`src/rtl/main_adapter_hub_source_pkg.sv`:
```
// Shared definitions for the hub-source adapter: default sizes, FSM
// state encodings and the tagged FIFO entry layout.
package main_adapter_hub_source_pkg;

  localparam int MAXLEN_DEFAULT = 15;
  localparam int DATA_W         = 64;

  // FSM encodings kept as plain vectors so legacy code can share them
  localparam logic [1:0] ST_IDLE  = 2'd0;
  localparam logic [1:0] ST_RECV  = 2'd1;
  localparam logic [1:0] ST_DRAIN = 2'd2;

  // One FIFO entry: producer word plus its end-of-frame tag (65 bits)
  typedef struct packed {
    logic              last;
    logic [DATA_W-1:0] data;
  } entry_t;

  localparam int ENTRY_W = $bits(entry_t);

endpackage

```
`src/rtl/main_adapter_hub_source_if.sv`:
```
// Command, producer and hub streams of the adapter bundled together.
// "master" is the adapter side, "slave" is the surrounding environment.
interface main_adapter_hub_source_if
  import main_adapter_hub_source_pkg::*;
#(
  parameter int MAXLEN = MAXLEN_DEFAULT
);

  logic [MAXLEN-1:0] cmd;
  logic              cmd_isReady;
  logic              cmd_canReceive;

  logic [DATA_W-1:0] p__in;
  logic              p__in_isReady;
  logic              p__in_canReceive;
  logic              p__in_isLast;

  logic [DATA_W-1:0] h__out;
  logic              h__out_isReady;
  logic              h__out_canReceive;
  logic              h__out_isLast_in;
  logic              h__out_isLast_out;

  logic              busy;
  logic              early;

  modport master (
    input  cmd, cmd_isReady,
    output cmd_canReceive,
    input  p__in, p__in_isReady, p__in_isLast,
    output p__in_canReceive,
    output h__out, h__out_isReady, h__out_isLast_in,
    input  h__out_canReceive, h__out_isLast_out,
    output busy, early
  );

  modport slave (
    output cmd, cmd_isReady,
    input  cmd_canReceive,
    output p__in, p__in_isReady, p__in_isLast,
    input  p__in_canReceive,
    input  h__out, h__out_isReady, h__out_isLast_in,
    output h__out_canReceive, h__out_isLast_out,
    input  busy, early
  );

endinterface

```
`src/rtl/main_adapter_hub_source_fifo.sv`:
```
// Tagged synchronous FIFO with registered storage (no fall-through) and
// an extra wrap bit on each pointer to tell full from empty.
module bus_fifo_tagged #(
  parameter int DEPTH = 4,
  parameter int WIDTH = 65
) (
  input  logic             clk,
  input  logic             rst,
  input  logic             push,
  input  logic [WIDTH-1:0] push_data,
  input  logic             pop,
  input  logic             flush,
  output logic [WIDTH-1:0] head,
  output logic             full,
  output logic             empty
);

  localparam int AW = $clog2(DEPTH);
  localparam logic [AW:0] PTR_ONE = {{AW{1'b0}}, 1'b1};

  logic [WIDTH-1:0] mem [DEPTH];
  logic [AW:0]      wr_ptr;
  logic [AW:0]      rd_ptr;

  assign empty = (wr_ptr == rd_ptr);
  assign full  = (wr_ptr[AW] != rd_ptr[AW]) && (wr_ptr[AW-1:0] == rd_ptr[AW-1:0]);
  // Head is masked while empty so stale storage never reaches the hub
  assign head  = empty ? '0 : mem[rd_ptr[AW-1:0]];

  // Pointer update; a flush (early end) overrides any push/pop that cycle
  always_ff @(posedge clk or negedge rst) begin
    // NOTE: sequential state uses non-blocking assignments so every flop samples pre-edge values.
    if (!rst) begin
      wr_ptr <= '0;
      rd_ptr <= '0;
    end else if (flush) begin
      wr_ptr <= '0;
      rd_ptr <= '0;
    end else begin
      if (push && !full)  wr_ptr <= wr_ptr + PTR_ONE;
      if (pop  && !empty) rd_ptr <= rd_ptr + PTR_ONE;
    end
  end

  // Storage write
  always_ff @(posedge clk) begin
    // NOTE: the data array has no reset; validity is carried by the pointers alone.
    if (push && !full) mem[wr_ptr[AW-1:0]] <= push_data;
  end

endmodule

```
`src/rtl/main_adapter_hub_source.sv`:
```
// Hub-source adapter: accepts a word-count command, collects producer words
// into a tagged FIFO and streams them toward a busSwitch input, marking the
// final word and honouring an early end signalled by the hub.
module main_adapter_hub_source
  import main_adapter_hub_source_pkg::*;
#(
  parameter int DEPTH  = 4,
  parameter int MAXLEN = MAXLEN_DEFAULT
) (
  input  logic                      clk,
  input  logic                      rst,
  main_adapter_hub_source_if.master bus
);

  localparam logic [MAXLEN-1:0] CNT_ONE = {{(MAXLEN-1){1'b0}}, 1'b1};

  logic [1:0]        state;
  logic [1:0]        state_n;
  logic [MAXLEN-1:0] remaining;
  logic              mode;       // 1 = counted, 0 = producer-framed
  logic              early_q;

  entry_t head;
  entry_t push_entry;
  logic   full, empty;
  logic   cmd_xfer, push, pop, tag, early_end, tagged_pop;

  assign bus.cmd_canReceive   = (state == ST_IDLE);
  assign bus.p__in_canReceive = (state == ST_RECV) & ~full;
  assign bus.h__out_isReady   = ~empty;
  assign bus.h__out           = head.data;
  assign bus.h__out_isLast_in = head.last & ~empty;
  assign bus.busy             = (state != ST_IDLE);
  assign bus.early            = early_q;

  assign cmd_xfer   = bus.cmd_isReady & bus.cmd_canReceive;
  assign push       = bus.p__in_isReady & bus.p__in_canReceive;
  assign pop        = bus.h__out_canReceive & ~empty;
  assign tag        = mode ? (remaining == CNT_ONE) : bus.p__in_isLast;
  assign tagged_pop = pop & head.last;
  // The hub ending the frame on an untagged word abandons the rest of it
  assign early_end  = pop & ~head.last & bus.h__out_isLast_out & (state != ST_IDLE);

  assign push_entry = '{last: tag, data: bus.p__in};

  bus_fifo_tagged #(
    .DEPTH (DEPTH),
    .WIDTH (ENTRY_W)
  ) u_fifo (
    .clk       (clk),
    .rst       (rst),
    .push      (push),
    .push_data (push_entry),
    .pop       (pop),
    .flush     (early_end),
    .head      (head),
    .full      (full),
    .empty     (empty)
  );

  // Next-state selection for the IDLE/RECV/DRAIN frame sequencer
  always_comb begin
    // NOTE: default first so every path assigns state_n and no latch is inferred.
    state_n = state;
    case (state)
      ST_IDLE:  if (cmd_xfer) state_n = ST_RECV;
      ST_RECV: begin
        if (early_end || tagged_pop) state_n = ST_IDLE;
        else if (push && tag)        state_n = ST_DRAIN;
      end
      ST_DRAIN: if (early_end || tagged_pop) state_n = ST_IDLE;
      default:  state_n = ST_IDLE;
    endcase
  end

  // State register and the registered early-end pulse
  always_ff @(posedge clk or negedge rst) begin
    if (!rst) begin
      state   <= ST_IDLE;
      early_q <= 1'b0;
    end else begin
      state   <= state_n;
      early_q <= early_end;
    end
  end

  // Remaining-word counter: loaded per command, saturates at zero
  always_ff @(posedge clk or negedge rst) begin
    if (!rst) begin
      remaining <= '0;
      mode      <= 1'b0;
    end else if (cmd_xfer) begin
      remaining <= bus.cmd;
      mode      <= |bus.cmd;
    end else if (push && mode && (remaining != '0)) begin
      remaining <= remaining - CNT_ONE;
    end
  end

endmodule

```
`src/flat_wrapper.sv`:
```
// flat-port wrapper written by rule: the top's interface ports become plain ports
module main_adapter_hub_source_flat import main_adapter_hub_source_pkg::*;
#(
  parameter int DEPTH  = 4,
  parameter int MAXLEN = MAXLEN_DEFAULT
)
  (clk, rst, bus_cmd, bus_cmd_isReady, bus_cmd_canReceive, bus_p__in, bus_p__in_isReady, bus_p__in_isLast, bus_p__in_canReceive, bus_h__out, bus_h__out_isReady, bus_h__out_isLast_in, bus_h__out_canReceive, bus_h__out_isLast_out, bus_busy, bus_early);
  main_adapter_hub_source_if #(.MAXLEN(MAXLEN)) bus_i ();
  input  logic clk;
  input  logic rst;
  input wire logic [$bits(bus_i.cmd)-1:0] bus_cmd;
  input wire logic [$bits(bus_i.cmd_isReady)-1:0] bus_cmd_isReady;
  output wire logic [$bits(bus_i.cmd_canReceive)-1:0] bus_cmd_canReceive;
  input wire logic [$bits(bus_i.p__in)-1:0] bus_p__in;
  input wire logic [$bits(bus_i.p__in_isReady)-1:0] bus_p__in_isReady;
  input wire logic [$bits(bus_i.p__in_isLast)-1:0] bus_p__in_isLast;
  output wire logic [$bits(bus_i.p__in_canReceive)-1:0] bus_p__in_canReceive;
  output wire logic [$bits(bus_i.h__out)-1:0] bus_h__out;
  output wire logic [$bits(bus_i.h__out_isReady)-1:0] bus_h__out_isReady;
  output wire logic [$bits(bus_i.h__out_isLast_in)-1:0] bus_h__out_isLast_in;
  input wire logic [$bits(bus_i.h__out_canReceive)-1:0] bus_h__out_canReceive;
  input wire logic [$bits(bus_i.h__out_isLast_out)-1:0] bus_h__out_isLast_out;
  output wire logic [$bits(bus_i.busy)-1:0] bus_busy;
  output wire logic [$bits(bus_i.early)-1:0] bus_early;
  assign bus_i.cmd = bus_cmd;
  assign bus_i.cmd_isReady = bus_cmd_isReady;
  assign bus_cmd_canReceive = bus_i.cmd_canReceive;
  assign bus_i.p__in = bus_p__in;
  assign bus_i.p__in_isReady = bus_p__in_isReady;
  assign bus_i.p__in_isLast = bus_p__in_isLast;
  assign bus_p__in_canReceive = bus_i.p__in_canReceive;
  assign bus_h__out = bus_i.h__out;
  assign bus_h__out_isReady = bus_i.h__out_isReady;
  assign bus_h__out_isLast_in = bus_i.h__out_isLast_in;
  assign bus_i.h__out_canReceive = bus_h__out_canReceive;
  assign bus_i.h__out_isLast_out = bus_h__out_isLast_out;
  assign bus_busy = bus_i.busy;
  assign bus_early = bus_i.early;
  main_adapter_hub_source #(.DEPTH(DEPTH), .MAXLEN(MAXLEN)) u_core (.clk(clk), .rst(rst), .bus(bus_i));
endmodule
```
`config.mk`:
```
export PLATFORM = sky130hd
export DESIGN_NAME = main_adapter_hub_source_flat
export DESIGN_NICKNAME = d
export VERILOG_FILES = /design/src/rtl/main_adapter_hub_source_pkg.sv /design/src/rtl/main_adapter_hub_source_if.sv /design/src/rtl/main_adapter_hub_source_fifo.sv /design/src/rtl/main_adapter_hub_source.sv /design/src/flat_wrapper.sv
export SDC_FILE = /design/constraint.sdc
export NUM_CORES = 1
export LEC_CHECK = 0
export BUFFER_PORTS_ARGS = -buffer_cell sky130_fd_sc_hd__buf_2
export CAP_MARGIN = 20
export CORE_MARGIN = 5
export CORE_UTILIZATION = 35
export CTS_CLUSTER_SIZE = 25
export DETAILED_ROUTE_END_ITERATION = 16
export PLACE_DENSITY = 0.62
export SLEW_MARGIN = 20
export SYNTH_ARGS = -nofsm -noshare
export SYNTH_HDL_FRONTEND = slang
export SYNTH_SLANG_ARGS = --single-unit
export TNS_END_PERCENT = 100
```
`constraint.sdc`:
```
create_clock -name clk -period 5.1 [get_ports clk]
set_clock_uncertainty 0.05 [all_clocks]
set_input_delay 0.255 -clock clk [delete_from_list [all_inputs] [get_ports clk]]
set_output_delay 0.255 -clock clk [all_outputs]
set_load 0.1 [all_outputs]
```
==> results by group, run 1 <==
Outcome
  • Status: completed

Logic synthesis
  • Synth area leaders: edfxtp_1 68%, mux4_2 13%, dfrtp_1 5.5%, and2_1 3.9%, ha_1 0.88%
  • Total of flip-flops plus latches after synthesis: 285
  • Portion of netlist area occupied by mux cells: 0.129
  • Fraction of post-synthesis cell area in the top cell type by area: 0.684
  • Register area share after synthesis: 0.739
  • Simple-gate share of the synthesized area: 0.0743
  • Most instantiated library cell after synthesis: edfxtp_1
  • Prevailing post-synth register cell: edfxtp_1
  • Netlist cell types: 52
  • Number of standard cells after synthesis: 592
  • Number of nets in the synthesized netlist: 686
  • Mean post-synth cell area: 19.3 um^2
  • Fraction of the mapped netlist area in adder cells: 0.00877
  • Dominant combinational cell family by area after synthesis: multiplexers
  • Fraction of synthesis flops using an asynchronous set or reset pin: 0.0877
  • Most used standard cells in the synthesized netlist: 260 x edfxtp_1, 71 x and2_1, 65 x mux4_2
  • Post-synthesis xor/xnor area fraction: 0.00834
  • Complex-gate fraction of the synthesized area: 0.0264
  • Number of enable-type register cells in the synthesized netlist: 260
  • Mapped Area: 0.0114 mm^2
  • Number of synthesis warnings: 0
  • Library cell occupying the most area in the post-synthesis netlist: edfxtp_1

STA
  • Setup violation total in the final timing report: 0
  • Unrepaired setup endpoints after global routing: false
  • Peak Freq: 0.278 GHz
  • Post-route setup TNS: 0 ps
  • Final critical-path share of the clock period: 0.704
  • Final min period: 3590 ps
  • Worst slew pin tran: 1040 ps
  • Slew Limit Headroom: 0.304
  • Slew Viols, Final: 0
  • Hold violation total from the final report: 0

Clock tree
  • CTS tree: yes
  • Clk root buf: clkbuf_16
  • Number of gates resized after CTS: 0
  • Number of buffers added by the clock tree synthesis step: 30
  • Clock Path Buffers: 3
  • Sink count of the clock tree: 285
  • Number of H-tree levels: 1
  • Clock-pin slew on the worst setup and hold paths: 60 ps
  • Clock latency at the later pin of the worst-skew pair: 540 ps
  • Post-CTS setup buffer count: 0

Worst setup path
  • Kind of start point of the critical path: register
  • Critical path class: reg -> out
  • Critical-path maximum fanout: 38
  • Biggest cell delay along the critical path: 960 ps
  • Slowest-stage cell, CP: dfrtp_4
  • Critical-path cell list: buf_4 -> mux4_2 -> and2_1 -> buf_2
  • Required @ worst endpoint: 4800 ps
  • CP arrival: 3290 ps
  • Critical Path End Type: output port

Drt
  • Total iterations of the first detailed-routing run: 5
  • Routed length on met3: 1280 um
  • Via count: 6180
  • Residual DRC count: 0
  • Overall routed net length: 24400 um
  • Number of vias per cell after detailed routing: 4.72
  • Routed wl met2: 12000 um
  • Number of antenna-violating nets in the routed design: 0
  • WL/cell: 18.7 um
  • Iter 0 DRT Violations: 335
  • Top Layer Used: met4
  • Met1 wire length: 10700 um

Place
  • Detailed placement HPWL: 14700 um
  • Weighted congestion reported at the end of routability-driven placement: 0.785
  • Buffers added on ports: 155

Global route
  • Vias in the first global route: 6549
  • Global route overflow: 0
  • Total routing usage reported by global routing: 0.133
  • First-pass GRT wire length: 38100 um
  • Largest net degree at the start of global routing: 68
  • Number of antenna violations at the first check in global routing: 2

Run
  • Number of max-cap violations: 0

Die
  • Core area: 0.0324 mm^2
  • Die H: 191 um
  • Die footprint: 0.0363 mm^2
  • Die extent in x: 191 um
  • Number of rows in the core area: 66
  • Starting density of the core: 0.352
  • I/O pin count: 156

Cells and area
  • Final nets: 934
  • Area growth syn-to-layout: 27.2%
  • Core Util, Final: 0.448
  • Fraction of layout instances using a drive strength above 1: 0.329
  • Fill cell count: 2916

Worst hold path
  • Type of the worst min-delay path: in -> reg
[critical path, delay by kind of cell (launching register included)]
kind / cells / cell delay, ps
muxes: 1 / 630
DFF: 1 / 960
buffers and inverters: 2 / 950
and+or+nand+nor: 1 / 180
[through the flow]
stage,worst slack [ps],hold WS [ps],instance area (um^2),cells
after floorplan,1830,-90.6,11400,592
after global placement,1840,260,12700,1168
after detailed placement,1770,261,12700,1168
after CTS,1350,80.8,14500,1306
after global routing,1220,115,14500,1308
final,1510,114,14500,1308
[repair_timing]
| action | in CTS | in global routing |
|---|---|---|
| endpoints found under the hold margin | 299 | 0 |
| hold buffers | 82 | 0 |
| setup endpoints to repair | 0 | 0 |
[layout make-up]
type                            instances  area, um^2  share of cell area
Clock inverter                         20         234              0.0161
Sequential cell                       285        8440               0.582
Timing Repair Buffer                  241        1630               0.112
Multi-Input combinational cell        270        2830               0.195
Tap cell                              442         553              0.0381
Clock buffer                           36         773              0.0533
Antenna cell                            2        5.00            0.000345
Inverter                               12        45.0             0.00311
[registers in the layout, summed over array words and instances (netlist names)]
name / flops
u_core.u_fifo.rd_ptr: 3
u_core.bus.early: 1
u_core.state: 2
u_core.u_fifo.wr_ptr: 3
u_core.mode: 1
u_core.u_fifo.mem: 260
u_core.remaining: 15
[cells by family (layout without fill, tap and decap cells)]
logic type               after synthesis  after routing
XOR/XNOR                              10             10
flip-flops                           285            285
AO/OA/AOI/OAI                         43             43
AND/OR/NAND/NOR                      143            143
other                                  0              2
adder cells (fa/ha/maj)                8              8
multiplexers                          66             66
buffers and inverters                 37            309
[path summary, 6_finish.rpt]
path,start,end,slack [ps],depth (start not counted)
max in group asynchronous,rst,u_core.u_fifo.rd_ptr[0],4320,2
min reg2reg,u_core.state[0],u_core.state[1],430,1
max,u_core.u_fifo.rd_ptr[0],bus_h__out[43],1510,4
max reg2reg,u_core.u_fifo.rd_ptr[0],u_core.u_fifo.mem[0][24],1920,3
min in group asynchronous,rst,u_core.remaining[12],220,2
min,bus_p__in_isLast,u_core.u_fifo.mem[0][64],110,3
[cells in the final DEF, fill, tap and decap left out, drive strengths merged, types with 15 or more instances in the layout]
cell type / netlist / routed
edfxtp: 260 / 260
buf: 11 / 159
dlygate4sd3: 0 / 82
and2: 71 / 71
mux4: 65 / 65
clkbuf: 14 / 36
dfrtp: 25 / 25
nand2: 20 / 20
o21ai: 17 / 17
nor2: 15 / 15
[metal layers]
| metal | global-route usage | vias up |
|---|---|---|
| met4 | 0.0273 | 0 |
| met3 | 0.0289 | 33 |
| li1 | - | 2859 |
| met1 | 0.182 | 3143 |
| met2 | 0.222 | 145 |
| met5 | 0 | - |
Power of run 1 is left out: the tool's default activity adds up to more than one toggle a clock period on the data nets, which glitch-free logic cannot reach.
==> run 2: changes to the inputs <==
- PLACE_DENSITY: 0.62 -> 0.64
- clock period: 5.1 -> 3.28 ns (I/O delays scaled with it)
==> results by group, run 2 (synthesized netlist as in run 1, its figures left out) <==
Drt
  • Number of antenna-violating nets in the routed design: 0 (unchanged)
  • Number of vias per cell after detailed routing: 4.79 (was 4.72)
  • Residual DRC count: 0 (unchanged)
  • Overall routed net length: 24800 um (was 24400 um)
  • Total iterations of the first detailed-routing run: 4 (was 5)
  • WL/cell: 18.9 um (was 18.7 um)
  • Via count: 6293 (was 6180)
  • Iter 0 DRT Violations: 308 (was 335)

STA
  • Setup violation total in the final timing report: 0 (unchanged)
  • Slew Viols, Final: 0 (unchanged)
  • Final min period: 2860 ps
  • Worst slew pin tran: 646 ps (was 1040 ps)
  • Slew Limit Headroom: 0.570 (was 0.304)
  • Hold violation total from the final report: 0 (unchanged)
  • Post-route setup TNS: 0 ps (unchanged)
  • Final critical-path share of the clock period: 0.872
  • Unrepaired setup endpoints after global routing: false (unchanged)
  • Peak Freq: 0.349 GHz

Clock tree
  • Clock Path Buffers: 3 (unchanged)
  • Clk root buf: clkbuf_16 (unchanged)
  • Number of H-tree levels: 1 (unchanged)
  • Clock-pin slew on the worst setup and hold paths: 60 ps (about the same)
  • Number of buffers added by the clock tree synthesis step: 30 (unchanged)
  • Clock latency at the later pin of the worst-skew pair: 540 ps (about the same)
  • Post-CTS setup buffer count: 0 (unchanged)
  • CTS tree: yes (unchanged)
  • Sink count of the clock tree: 285 (unchanged)

Die
  • Core area: 0.0324 mm^2 (unchanged)
  • Die H: 191 um (unchanged)
  • Die footprint: 0.0363 mm^2 (unchanged)
  • Number of rows in the core area: 66 (unchanged)
  • Starting density of the core: 0.352 (unchanged)
  • I/O pin count: 156 (unchanged)
  • Die extent in x: 191 um (unchanged)

Place
  • Buffers added on ports: 155 (unchanged)
  • Weighted congestion reported at the end of routability-driven placement: 0.823 (was 0.785)
  • Detailed placement HPWL: 15500 um (was 14700 um)

Run
  • Number of max-cap violations: 0 (unchanged)

Cells and area
  • Ant diodes: 0 (was 2)
  • Flip-flop count of the largest register, all copies and words added: 260 (unchanged)
  • Final nets: 946 (was 934)
  • Area of combinational cells with multiple inputs: 0.00283 mm^2 (unchanged)
  • Most common cell after layout, fill and taps aside: edfxtp_1 (unchanged)
  • Fraction of layout instances using a drive strength above 1: 0.335 (was 0.329)
  • Fill cell count: 2845 (was 2916)
  • Commonest cells after routing, fill and taps aside: 260 x edfxtp_1, 155 x buf_2, 83 x dlygate4sd3_1, 67 x and2_1, 65 x mux4_2 (was 260 x edfxtp_1, 155 x buf_2, 82 x dlygate4sd3_1, 67 x and2_1, 65 x mux4_2)
  • Register Area: 0.00844 mm^2 (unchanged)
  • Area growth syn-to-layout: 28.4% (was 27.2%)

Global route
  • Global route overflow: 0 (unchanged)
  • First-pass GRT wire length: 39300 um (was 38100 um)
  • Largest net degree at the start of global routing: 48 (was 68)
  • Total routing usage reported by global routing: 0.137 (was 0.133)
  • Number of antenna violations at the first check in global routing: 2 (unchanged)
  • Vias in the first global route: 6853 (was 6549)

Worst setup path
  • Critical path class: reg -> out (unchanged)
  • Kind of start point of the critical path: register (unchanged)
  • Required @ worst endpoint: 3070 ps (was 4800 ps)
  • Critical-path maximum fanout: 21 (was 38)
  • CP arrival: 2650 ps (was 3290 ps)
  • Critical Path End Type: output port (unchanged)

Worst hold path
  • Type of the worst min-delay path: in -> reg (unchanged)

Outcome
  • Status: completed (unchanged)
[run 2: cell types whose count changed in the layout (fill, tap and decap cells not counted), moves of 2 or more]
cell / change
diode_2: -2
clkinvlp_4: -3
clkbuf_1: +4
clkinv_1: -5
buf_4: +2
buf_12: +9
bufinv_16: -2
[run 2: routing by layer]
layer / routed length (um) / global-route usage
met5: 20 / 0
met4: 417 / 0.0273
met3: 1400 / 0.0306
met2: 11900 / 0.225
met1: 11000 / 0.190
[run 2: worst max-delay path: stages (launching register included)]
cell and delay (ps):
dfrtp_4 590, buf_4 460, mux4_2 560, and2_1 190
buf_2 300
[run 2: final timing paths]
kind,start,to,slack (ps),depth (start not counted)
setup reg to reg,u_core.u_fifo.rd_ptr[0],u_core.u_fifo.mem[0][61],930,5
min in group asynchronous,rst,u_core.remaining[5],120,2
max in group asynchronous,rst,u_core.u_fifo.rd_ptr[1],2590,2
setup / recovery,u_core.u_fifo.rd_ptr[0],bus_h__out[3],420,4
hold reg to reg,u_core.state[0],u_core.state[1],430,1
hold / removal,bus_cmd_isReady,u_core.state[0],110,3
[run 2: what timing repair did]
item / in CTS / in global routing
hold endpoints to repair: 306 / 0
gates resized for setup: 0 / 0
hold buffers: 83 / 0
[run 2: through the flow]
step	area (um^2)	std cells	hold slack [ps]	util	setup WS [ps]
finish	14700	1314	108	0.453	419
global route	14700	1314	120	0.453	234
CTS	14700	1314	89.5	0.453	315
detailed placement	12900	1179	153	0.397	875
global placement	12900	1179	151	0.397	877
floorplan	11400	592	-182	-	13.1
[run 2: final cells by class]
type / count / share of cell area
Multi-Input combinational cell: 270 / 0.193
Clock buffer: 40 / 0.0538
Clock inverter: 12 / 0.0112
Timing Repair Buffer: 253 / 0.125
Sequential cell: 285 / 0.576
Tap cell: 442 / 0.0377
Inverter: 12 / 0.00307
Power of run 2 is left out for the same reason.
